<file path="src/rtl/prio_enc_pipe.sv">
// rtl/prio_enc_pipe.sv - pipelined fixed/round-robin priority encoder with valid/ready handshake
// Optional output handshake counters are enabled by defining PRIO_ENC_STATS_EN.
module prio_enc_pipe #(
  parameter int WIDTH  = 128,
  parameter int IDX_W  = $clog2(WIDTH),
  parameter int STAGES = 2
) (
  input  logic             clk,
  input  logic             rst,
  input  logic             rr_mode,
  input  logic             in_valid,
  output logic             in_ready,
  input  logic [WIDTH-1:0] in_req,
  output logic             out_valid,
  input  logic             out_ready,
  output logic [IDX_W-1:0] out_idx,
  output logic             out_any
`ifdef PRIO_ENC_STATS_EN
  ,
  output logic [31:0]      stat_grants,
  output logic [31:0]      stat_empty
`endif
);

  logic             advance;
  logic             accept;
  logic [IDX_W-1:0] hi_all;
  logic [IDX_W-1:0] hi_below;
  logic             any_all;
  logic             any_below;
  logic [IDX_W-1:0] grant_idx;
  logic [IDX_W-1:0] ptr_q;
  logic [IDX_W-1:0] ptr_d;
  logic [STAGES-1:0] valid_q;
  logic [STAGES-1:0] any_q;
  logic [IDX_W-1:0]  idx_q [STAGES];

  // Ascending scan: the last hit is the highest set index, overall and below ptr.
  always_comb begin
    hi_all    = '0;
    hi_below  = '0;
    any_all   = 1'b0;
    any_below = 1'b0;
    for (int i = 0; i < WIDTH; i++) begin
      if (in_req[i]) begin
        hi_all  = IDX_W'(i);
        any_all = 1'b1;
        if (IDX_W'(i) < ptr_q) begin
          hi_below  = IDX_W'(i);
          any_below = 1'b1;
        end
      end
    end
  end

  always_comb begin
    grant_idx = (rr_mode && any_below) ? hi_below : hi_all;
    advance   = ~out_valid | out_ready;
    in_ready  = advance;
    accept    = in_valid & advance;
    ptr_d     = (accept && rr_mode && any_all) ? grant_idx : ptr_q;
  end

  always_ff @(posedge clk) begin
    if (rst) begin
      valid_q <= '0;
      any_q   <= '0;
      ptr_q   <= '0;
      for (int k = 0; k < STAGES; k++) idx_q[k] <= '0;
    end else begin
      ptr_q <= ptr_d;
      if (advance) begin
        valid_q[0] <= accept;
        any_q[0]   <= accept & any_all;
        idx_q[0]   <= accept ? grant_idx : '0;
        for (int k = 1; k < STAGES; k++) begin
          valid_q[k] <= valid_q[k-1];
          any_q[k]   <= any_q[k-1];
          idx_q[k]   <= idx_q[k-1];
        end
      end
    end
  end

  assign out_valid = valid_q[STAGES-1];
  assign out_any   = any_q[STAGES-1];
  assign out_idx   = idx_q[STAGES-1];

`ifdef PRIO_ENC_STATS_EN
  logic        out_hs;
  logic [31:0] grants_q;
  logic [31:0] grants_d;
  logic [31:0] empty_q;
  logic [31:0] empty_d;

  always_comb begin
    out_hs   = out_valid & out_ready;
    grants_d = grants_q;
    empty_d  = empty_q;
    if (out_hs && out_any && grants_q != 32'hFFFF_FFFF) grants_d = grants_q + 32'd1;
    if (out_hs && !out_any && empty_q != 32'hFFFF_FFFF) empty_d = empty_q + 32'd1;
  end

  always_ff @(posedge clk) begin
    if (rst) begin
      grants_q <= '0;
      empty_q  <= '0;
    end else begin
      grants_q <= grants_d;
      empty_q  <= empty_d;
    end
  end

  assign stat_grants = grants_q;
  assign stat_empty  = empty_q;
`endif

endmodule
</file>
<file path="config.mk">
export PLATFORM = sky130hd
export DESIGN_NAME = prio_enc_pipe
export DESIGN_NICKNAME = d
export VERILOG_FILES = /design/src/rtl/prio_enc_pipe.sv
export SDC_FILE = /design/constraint.sdc
export NUM_CORES = 1
export LEC_CHECK = 0
export ABC_AREA = 1
export ABC_CLOCK_PERIOD_IN_PS = 17900
export BUFFER_PORTS_ARGS = -buffer_cell sky130_fd_sc_hd__buf_2
export CAP_MARGIN = 20
export CORE_MARGIN = 2
export CORE_UTILIZATION = 60
export CTS_BUF_LIST = sky130_fd_sc_hd__clkbuf_16
export DETAILED_ROUTE_END_ITERATION = 12
export PLACE_DENSITY = 0.84
export SETUP_SLACK_MARGIN = 0.15
export SLEW_MARGIN = 10
export SYNTH_ARGS = -nofsm -noshare
export SYNTH_HDL_FRONTEND = slang
export SYNTH_SLANG_ARGS = --single-unit
</file>
<file path="constraint.sdc">
create_clock -name clk -period 17.9 [get_ports clk]
set_input_delay 0 -clock clk [delete_from_list [all_inputs] [get_ports clk]]
set_output_delay 0 -clock clk [all_outputs]
set_load 0.005 [all_outputs]
</file>
==> key figures, run 1 <==
Die
  • Core area: 9680 um^2
  • Row count: 36
  • Die Footprint: 10700 um^2
  • Ports: 143
  • Horiz. Die Dim: 103 um
  • Die extent in y: 103 um
  • Initial cell density of the core: 61.0%

Layout
  • Fin cells: 1476
  • Area Growth Syn to Fin: 14.5%
  • Proportion of layout cells with a drive suffix above 1: 13.0%
  • Nets@finish: 1476
  • Final instance area: 6770 um^2

Clock tree
  • Num CTS Buffers: 3
  • Hold_buf cts: 1
  • Post-CTS setup buffers: 0
  • Clock Latency Late Sink: 260 ps
  • Clock slew at reported path FFs: 70 ps
  • Post-CTS sizing: 0
  • CTS tree: done
  • Clock Sinks: 25
  • Root buffer cell: clkbuf_16
  • Maximum clock path buffer count: 2
  • H-tree Lvls: 1

STA
  • Final worst slack: 9450 ps
  • Final Max Slew Viols: 0
  • Worst relative slew slack: 40.2%
  • Max Fclk: 118 MHz
  • Minimum clock period: 8450 ps
  • Tightest Pin Transition: 896 ps
  • RSZ-0062 raised after global routing: no
  • Setup Viol. Count Final: 0
  • Post-route setup TNS: 0 ps
  • Fin crit share: 47.2%
  • Setup Skew: 8.47 ps
  • WHS: 117 ps
  • Final hold violation count: 0

Synthesis
  • Gate count of the mapped netlist: 1208
  • Synthesized cell area: 5910 um^2
  • YS warnings: 0
  • Net Count, Synth: 1341
  • Mean post-synth cell area: 4.89 um^2
  • Synth Register Bits: 25
  • Sequential fraction of the synthesis area: 10.8%
  • Netlist cell types: 45

Power and ir drop
  • PD cells: 51.7 nW/um^2
  • Peak VDD IR: 50.9 uV
  • Pleak: 4.07 nW

Detailed routing
  • Final antenna-violating net count: 0
  • Drt wl/cell: 15.6 um
  • DRT Pass-1 Iters: 7
  • DR iter-0 viols: 801
  • DR vias: 8521
  • Final wirelength: 23100 um
  • DRC Markers: 0
  • DR vias/cell: 5.77

Global route
  • First-pass GRT wire length: 35800 um
  • Largest net degree at the start of global routing: 18
  • GRT Residual Overflow: 0
  • Initial antenna violation count: 0
  • All-layer global routing usage: 43.0%
  • Vias in the first global route: 7628

Place
  • Post-DP HPWL: 19000 um
  • DP Area: 6670 um^2
  • Dpl cells: 1470
  • GPL Wtd Cong: 1.03
  • PortBufs: 142
  • Pre-CTS setup slack: 9790 ps

Critical path
  • Delay-heaviest family, CP: simple AND/OR/NAND/NOR gates
  • CP Data Required Time: 17910 ps
  • Arrival time worst endpoint: 8460 ps
  • Worst Setup Start Kind: register
  • WP buf/inv: 1
  • Worst path max stage delay: 910 ps
  • WS Path Type: register to register
  • Crit-path slowest cell: dfxtp_1
  • Most common cell on crit path: nand2_1
  • CP Max Fanout: 16
  • Critical path capture point type: register

Job
  • Maxcap violations: 0

Outcome
  • Status: completed

Hold path
  • Hold Path Class: input pin to register
## worst min-delay path: cells and delay by family
family / cells / cell delay (ps)
AO/OA/AOI/OAI: 2 / 240
buffers and inverters: 1 / 100
## cells in the mapped netlist (all sizes together)
library cell | count | share of area (%)
a211oi | 19 | 2.4
a21boi | 3 | 0.38
a21oi | 23 | 1.9
a31oi | 11 | 1.2
a32o | 1 | 0.17
and2 | 2 | 0.21
and3 | 1 | 0.11
buf | 13 | 1.9
bufinv | 1 | 0.30
clkbuf | 2 | 0.30
clkinv | 3 | 0.19
dfxtp | 11 | 3.7
edfxtp | 14 | 7.1
inv | 244 | 16
nand2 | 457 | 29
nand3 | 38 | 3.2
nand4 | 18 | 1.9
nor2 | 195 | 13
nor3 | 24 | 2.0
nor3b | 2 | 0.25
nor4 | 12 | 1.3
nor4b | 2 | 0.30
o2111ai | 1 | 0.15
o211ai | 58 | 7.4
o21a | 1 | 0.13
o21ai | 36 | 3.2
o21bai | 4 | 0.57
o22ai | 2 | 0.21
o311ai | 3 | 0.44
o31a | 1 | 0.15
o31ai | 3 | 0.38
o41ai | 1 | 0.15
or2 | 1 | 0.11
or4 | 1 | 0.13
## cells by family after synthesis
logic type / count (synthesis) / share of synthesized area, %
and+or+nand+nor: 753 / 52.1
buffers and inverters: 263 / 18.2
DFF: 25 / 10.8
AOI/OAI and AO/OA: 167 / 18.9
## state kept, by name (all words and copies together) (netlist names)
register,count
any_q,2
idx_q,14
valid_q,2
ptr_q,7
## final timing paths
| kind | start | end | slack [ps] | depth (start not counted) |
|---|---|---|---|---|
| setup reg to reg | ptr_q[2]$_SDFFE_PP0P_ | idx_q[0][0]$_SDFFCE_PN0P_ | 9450 | 125 |
| hold reg to reg | valid_q[0]$_SDFFE_PP0N_ | valid_q[1]$_SDFFE_PP0N_ | 490 | 2 |
| setup / recovery | ptr_q[2]$_SDFFE_PP0P_ | idx_q[0][0]$_SDFFCE_PN0P_ | 9450 | 125 |
| hold / removal | in_req[124] | ptr_q[2]$_SDFFE_PP0P_ | 120 | 3 |
## power by group
part | total, mW | switching [mW] | leakage, nW | internal [mW]
Combinational | 0.226 | 0.149 | 3.77 | 0.0769
Sequential | 0.0722 | 0.00637 | 0.256 | 0.0658
Clock | 0.0517 | 0.0208 | 0.0415 | 0.0309
## through the flow
step / util (%) / power, mW
final: 69.9 / 0.350
after global routing: 69.8 / 0.378
after CTS: 69.8 / 0.342
after floorplan: - / 0.224
after detailed placement: 68.9 / 0.290
after global placement: 68.9 / 0.287
## cell usage in the layout, fill, tap and decap left out, drive strengths merged, types with 2 or more instances in the layout
master	Yosys	layout
a211oi	19	19
a21boi	3	3
a21oi	23	23
a31oi	11	11
and2	2	2
buf	13	144
clkbuf	2	3
clkinv	3	3
dfxtp	11	11
edfxtp	14	14
inv	244	245
nand2	457	457
nand3	38	38
nand4	18	18
nor2	195	195
nor3	24	24
nor3b	2	2
nor4	12	12
nor4b	2	2
o211ai	58	58
o21ai	36	36
o21bai	4	4
o22ai	2	2
o311ai	3	3
o31ai	3	3
## cell type report
| class | count | area [um^2] |
|---|---|---|
| fillers | 889 | 2920 |
| inverters | 248 | 945 |
| diodes | 1 | 2.50 |
| clock buffers | 3 | 75.1 |
| flip-flops and latches | 25 | 641 |
| multi-input cells | 920 | 4190 |
| clock inverters | 1 | 8.76 |
| well taps | 133 | 166 |
| repair buffers | 145 | 736 |
## metal layers
layer	wire length [um]	global-route usage [%]	vias up	share of wire, %
li1	-	-	4093	-
met1	8750	52.5	3677	38
met2	10100	72.7	616	44
met3	2790	8.06	135	12
met4	1410	21.2	0	6.1
met5	0	0	-	0
No activity file was read; power rests on OpenSTA's default activity.
==> run 2, diff against run 1 <==
--- a/config.mk
+++ b/config.mk
@@ -6,14 +6,14 @@
 export NUM_CORES = 1
 export LEC_CHECK = 0
 export ABC_AREA = 1
-export ABC_CLOCK_PERIOD_IN_PS = 17900
+export ABC_CLOCK_PERIOD_IN_PS = 7700
 export BUFFER_PORTS_ARGS = -buffer_cell sky130_fd_sc_hd__buf_2
 export CAP_MARGIN = 20
 export CORE_MARGIN = 2
-export CORE_UTILIZATION = 60
+export CORE_UTILIZATION = 51
 export CTS_BUF_LIST = sky130_fd_sc_hd__clkbuf_16
 export DETAILED_ROUTE_END_ITERATION = 12
-export PLACE_DENSITY = 0.84
+export PLACE_DENSITY = 0.76
 export SETUP_SLACK_MARGIN = 0.15
 export SLEW_MARGIN = 10
 export SYNTH_ARGS = -nofsm -noshare
==> constraint.sdc (replaced) <==
create_clock -name clk -period 7.7 [get_ports clk]
set_input_delay 0 -clock clk [delete_from_list [all_inputs] [get_ports clk]]
set_output_delay 0 -clock clk [all_outputs]
set_load 0.005 [all_outputs]
==> run 2 against run 1 <==
Compared with the run above:
- non-clock buffer count rose by 38
- critical path depth fell by 1
- via count fell by 4.7%
- clock power rose by 130%
- total power rose by 140%
- wire length rose by 0.88%
- hold slack got worse by 63 ps
- design area rose by 4.9%
- clock-buffer cell count did not move
- highest routed layer unchanged
- sequential share of layout area fell by 0.26 points
- sequential power rose by 130%
- largest cell class unchanged
==> key figures, run 2 (synthesis gave the netlist of run 1 again) <==
Outcome
  • Status: completed

Global route
  • All-layer global routing usage: 37.2%
  • Initial antenna violation count: 0
  • Vias in the first global route: 7674
  • First-pass GRT wire length: 37700 um
  • Largest net degree at the start of global routing: 18
  • GRT Residual Overflow: 0

Power and ir drop
  • Total power: 0.834 mW
  • Peak VDD IR: 133 uV
  • Pleak: 4.26 nW
  • PD cells: 118 nW/um^2

Layout
  • Fillers: 1228
  • Most frequent cells in the layout: nand2_1 (451), inv_1 (234), nor2_1 (190)
  • FF/Latch Area: 653 um^2
  • Nets@finish: 1514
  • Proportion of layout cells with a drive suffix above 1: 16.0%
  • Diode count: 0
  • Top flop regs: idx_q: 14 flops, ptr_q: 7 flops
  • Area of the multi-input gates: 4220 um^2
  • Area Growth Syn to Fin: 20.1%
  • Max FFs per register: 14
  • Final instance area: 7100 um^2
  • Fin cells: 1523
  • Final Util: 62.4%
  • Reg with most FFs: idx_q
  • Most common cell after layout, fill and taps aside: nand2_1

Detailed routing
  • DR vias/cell: 5.33
  • DRT Pass-1 Iters: 5
  • DRC Markers: 0
  • DR vias: 8120
  • DR iter-0 viols: 677
  • Drt wl/cell: 15.3 um
  • Final wirelength: 23300 um
  • Final antenna-violating net count: 0

Critical path
  • WP buf/inv: 2
  • WS Path Type: register to register
  • Crit-path slowest cell: dfxtp_2
  • Worst Setup Start Kind: register
  • Worst path max stage delay: 390 ps
  • Critical path capture point type: register
  • CP Max Fanout: 6
  • CP Data Required Time: 7700 ps
  • Delay-heaviest family, CP: simple AND/OR/NAND/NOR gates
  • Most common cell on crit path: nand2_1
  • Arrival time worst endpoint: 7430 ps

Clock tree
  • Num CTS Buffers: 3
  • Maximum clock path buffer count: 2
  • H-tree Lvls: 1
  • Root buffer cell: clkbuf_16
  • Clock slew at reported path FFs: 60 ps
  • Clock Latency Late Sink: 260 ps
  • CTS tree: done
  • Clock Sinks: 25

Die
  • Ports: 143
  • Core area: 11400 um^2
  • Horiz. Die Dim: 112 um
  • Initial cell density of the core: 52.0%
  • Die extent in y: 112 um
  • Row count: 39
  • Die Footprint: 12500 um^2

STA
  • Fin crit share: 96.5%
  • Setup Viol. Count Final: 0
  • WHS: 53.9 ps
  • RSZ-0062 raised after global routing: yes
  • Max Fclk: 135 MHz
  • Final Max Slew Viols: 0
  • Final hold violation count: 0
  • Tightest Pin Transition: 666 ps
  • Setup Skew: 2.14 ps
  • Worst relative slew slack: 55.5%
  • Minimum clock period: 7430 ps

Place
  • PortBufs: 142
  • DP Area: 6920 um^2
  • Post-DP HPWL: 19700 um
  • Dpl cells: 1511
  • GPL Wtd Cong: 1.14

Job
  • Maxcap violations: 0

Hold path
  • Hold Path Class: input pin to register
==> run 2: changes by cell type in the layout (fill, tap and decap cells not counted), moves of 2 or more <==
cell	before	now
buf_4	2	40
dfxtp_1	11	5
dfxtp_2	0	4
dfxtp_4	0	2
==> run 2: layout make-up <==
type	count	share of cell area [%]
sequential	25	9.20
tap	143	2.52
clock inverter	1	0.106
multi-input combinational	920	59.4
clock buffer	3	1.06
timing repair buffer	183	14.4
inverter	248	13.3
==> run 2: where the power goes <==
part           switching, mW  total, mW  internal (mW)
combinational          0.348      0.553          0.205
sequential            0.0104      0.164          0.153
clock                 0.0465      0.117         0.0705
total                  0.405      0.834          0.429
==> run 2: final timing paths <==
kind	startpoint	to	slack [ps]	cells after the start
worst max register to register	ptr_q[4]$_SDFFE_PP0P_	idx_q[0][0]$_SDFFCE_PN0P_	270	124
worst min-delay path	out_ready	any_q[1]$_SDFFE_PP0N_	50	4
worst min register to register	valid_q[0]$_SDFFE_PP0N_	valid_q[1]$_SDFFE_PP0N_	470	2
worst max-delay path	ptr_q[4]$_SDFFE_PP0P_	idx_q[0][0]$_SDFFCE_PN0P_	270	124
==> run 2: worst min-delay path, stage by stage <==
cell	delay [ps]
buf_2	80
nor2_1	60
nand3_1	60
o21ai_0	60
==> run 2: metal layers <==
layer | part of all wire [%] | track usage (%) | vias up
met1 | 42 | 47.0 | 3519
li1 | - | - | 4169
met4 | 5.9 | 17.4 | 0
met5 | 0 | 0 | -
met3 | 7.7 | 5.72 | 79
met2 | 44 | 62.2 | 353
==> run 2: what timing repair did <==
| action | 4_1_cts | 5_1_grt |
|---|---|---|
| resized for setup | 2 | 11 |
| hold endpoints to repair | 1 | 0 |
| pin swaps | 0 | 4 |
| endpoints found under the setup margin | 2 | 2 |
| gates cloned | 0 | 0 |
| setup buffers | 0 | 7 |
| hold buffers | 1 | 0 |
==> run 2: per-stage QoR <==
stage               worst slack, ps  setup TNS [ps]
global route                  -1020           -2020
detailed placement             84.5               0
floorplan                      1020               0
CTS                             197               0
global placement                143               0
finish                          271               0
==> run 3, diff against run 2 <==
--- a/config.mk
+++ b/config.mk
@@ -5,15 +5,14 @@
 export SDC_FILE = /design/constraint.sdc
 export NUM_CORES = 1
 export LEC_CHECK = 0
-export ABC_AREA = 1
-export ABC_CLOCK_PERIOD_IN_PS = 7700
+export ABC_CLOCK_PERIOD_IN_PS = 7800
 export BUFFER_PORTS_ARGS = -buffer_cell sky130_fd_sc_hd__buf_2
 export CAP_MARGIN = 20
 export CORE_MARGIN = 2
-export CORE_UTILIZATION = 51
+export CORE_UTILIZATION = 58
 export CTS_BUF_LIST = sky130_fd_sc_hd__clkbuf_16
 export DETAILED_ROUTE_END_ITERATION = 12
-export PLACE_DENSITY = 0.76
+export PLACE_DENSITY = 0.8
 export SETUP_SLACK_MARGIN = 0.15
 export SLEW_MARGIN = 10
 export SYNTH_ARGS = -nofsm -noshare
==> constraint.sdc (replaced) <==
create_clock -name clk -period 7.8 [get_ports clk]
set_input_delay 0 -clock clk [delete_from_list [all_inputs] [get_ports clk]]
set_output_delay 0 -clock clk [all_outputs]
set_load 0.005 [all_outputs]
==> run 3 against run 2 <==
Compared with the run above:
- register-to-register slack improved by 3300 ps
- critical path type unchanged
- first-iteration DRC count rose by 130%
- die area about the same
- flip-flop and latch count did not move
==> key figures, run 3 <==
Critical path
  • Crit-path slowest cell: and2_1
  • Delay-heaviest family, CP: compound AO/OA/AOI/OAI gates
  • FF-to-FF Start: ptr_q[2]$_SDFFE_PP0P_
  • Worst path max stage delay: 870 ps
  • Setup slack, reg-to-reg: 3550 ps
  • WP buf/inv: 1
  • Arrival time worst endpoint: 4360 ps
  • Crit-path cells: buf_4 > and2_1 > o21ai_0 > a21oi_1 > a211o_1 > nand3_1 > a2111oi_0 > o2111ai_1 > a32oi_1 > o21a_1 > nor2b_1
  • Critical path capture point type: register
  • CP Data Required Time: 7910 ps
  • Setup crit start: ptr_q[2]$_SDFFE_PP0P_
  • Worst path depth: 11
  • Worst reg2reg path depth: 11
  • Crit path to: idx_q[0][2]$_SDFFCE_PN0P_
  • Reg2reg end: idx_q[0][2]$_SDFFCE_PN0P_
  • WS Path Type: register to register
  • Worst Setup Start Kind: register
  • CP Max Fanout: 61

Layout
  • Max FFs per register: 14
  • Most common cell after layout, fill and taps aside: buf_2
  • Final instance area: 7350 um^2
  • Reg with most FFs: idx_q
  • Fillers: 1116
  • Fin cells: 1292
  • Top flop regs: idx_q: 14 flops, ptr_q: 7 flops
  • Nets@finish: 1282
  • Final Util: 64.6%
  • Most frequent cells in the layout: buf_2 (142), nor2_1 (139), nand2_1 (113)
  • Area Growth Syn to Fin: 9.35%
  • Proportion of layout cells with a drive suffix above 1: 16.7%

Power and ir drop
  • PD cells: 128 nW/um^2
  • Pleak: 2.86 nW
  • Peak VDD IR: 258 uV
  • Total power: 0.940 mW

Clock tree
  • Clock slew at reported path FFs: 60 ps
  • Post-CTS sizing: 0
  • H-tree Lvls: 1
  • Hold_buf cts: 1
  • Num CTS Buffers: 3
  • CTS tree: done
  • Clock Sinks: 25
  • Maximum clock path buffer count: 2
  • Root buffer cell: clkbuf_16
  • Post-CTS setup buffers: 0
  • Clock Latency Late Sink: 260 ps

Place
  • Post-DP HPWL: 20400 um
  • PortBufs: 142
  • DP Area: 7250 um^2
  • Pre-CTS setup slack: 3700 ps
  • Dpl cells: 1286
  • GPL Wtd Cong: 1.03

Global route
  • Met3 Use GR: 7.29%
  • First-pass GRT wire length: 42900 um
  • All-layer global routing usage: 41.4%
  • Largest net degree at the start of global routing: 62
  • Grt peak-use layer: met2
  • Global routing met1 resource utilization: 57.6%
  • GRT Residual Overflow: 0
  • Initial antenna violation count: 1
  • Vias in the first global route: 8265
  • GR met2 Demand/Resource: 64.3%

Synthesis
  • Synthesized cell area: 6720 um^2
  • Synth top area share: 7.97%
  • Mean post-synth cell area: 6.26 um^2
  • Synth Register Bits: 25
  • Synth area leader: o21ai_0
  • Top-count cell post-synth: nor2_1
  • Netlist cell types: 94
  • Ranking of synthesized cells by area: o21ai_0 (8.0%), nor2_1 (7.8%), a21oi_1 (7.2%)
  • Post-synth ARST share: 0%
  • EDFF count, synth: 14
  • Synth cell count leaders: nor2_1 (139), nand2_1 (113), o21ai_0 (107), a21oi_1 (96), inv_1 (32)
  • Net Count, Synth: 1206
  • Gate count of the mapped netlist: 1073
  • Ys flop type: edfxtp_1
  • Sequential fraction of the synthesis area: 9.54%
  • YS warnings: 0

STA
  • Final Max Slew Viols: 0
  • WHS: 19.9 ps
  • Max Fclk: 236 MHz
  • Final worst slack: 3550 ps
  • Tightest Pin Transition: 979 ps
  • Fin crit share: 54.4%
  • Setup Viol. Count Final: 0
  • Worst relative slew slack: 34.5%
  • Minimum clock period: 4250 ps
  • Post-route setup TNS: 0 ps
  • Setup Skew: 7.56 ps
  • Final hold violation count: 0
  • RSZ-0062 raised after global routing: no

Hold path
  • Hold Crit Start: in_valid
  • Hold Path Class: input pin to register

Detailed routing
  • DR iter-0 viols: 1548
  • Drt wl/cell: 21.1 um
  • DRC Markers: 0
  • DR vias: 9479
  • DR vias/cell: 7.34
  • Final wirelength: 27200 um
  • Final antenna-violating net count: 0
  • DRT Pass-1 Iters: 6

Die
  • Die extent in y: 112 um
  • Horiz. Die Dim: 112 um
  • Die Footprint: 12500 um^2
  • Ports: 143
  • Row count: 39
  • Core area: 11400 um^2
  • Initial cell density of the core: 59.1%

Outcome
  • Status: completed

Job
  • Maxcap violations: 0
[run 3: cell count changes after synthesis, moves of 20 or more]
cell	previous run	this run
nand2_1	452	113
clkbuf_1	1	31
o211ai_1	58	15
a21oi_1	23	96
a21o_1	0	20
buf_2	0	24
o21ai_0	29	107
inv_1	234	32
nor2_1	190	139
[run 3: metal layers]
layer  part of all wire [%]  routed length (um)
met1                     38               10400
met2                     43               11600
met3                     14                3870
met4                    4.9                1330
met5                      0                   0
[run 3: worst min path at each step]
stage	cells past startpoint	end	slack (ps)
2_1_floorplan	1	any_q[1]$_SDFFE_PP0N_	70
3_3_place_gp	2	any_q[1]$_SDFFE_PP0N_	240
3_5_place_dp	2	any_q[1]$_SDFFE_PP0N_	250
4_1_cts	2	any_q[0]$_SDFFE_PP0N_	20
5_1_grt	2	any_q[0]$_SDFFE_PP0N_	10
6_report	2	any_q[0]$_SDFFE_PP0N_	20
[run 3: cell families (layout without fill, tap and decap cells)]
| kind of cell | after synthesis | after routing | share of synthesized area (%) |
|---|---|---|---|
| compound gates | 468 | 468 | 46.7 |
| simple gates | 464 | 464 | 35.1 |
| buf+inv | 111 | 186 | 7.93 |
| flops | 25 | 25 | 9.54 |
| fa+ha+maj | 3 | 3 | 0.447 |
| mux | 2 | 2 | 0.298 |
| other cells | 0 | 1 | 0 |
[run 3: layout make-up]
cell class / instances / area, um^2 / area share, %
Antenna cell: 1 / 2.50 / 0.0341
Tap cell: 143 / 179 / 2.44
Sequential cell: 25 / 644 / 8.77
Clock buffer: 3 / 75.1 / 1.02
Inverter: 32 / 120 / 1.64
Clock inverter: 1 / 7.51 / 0.102
Timing Repair Buffer: 150 / 773 / 10.5
Multi-Input combinational cell: 937 / 5540 / 75.5
[run 3: power by group]
group | switching, mW | internal (mW)
sequential | 0.00370 | 0.154
clock | 0.0446 | 0.0696
combinational | 0.439 | 0.229
total | 0.487 | 0.453
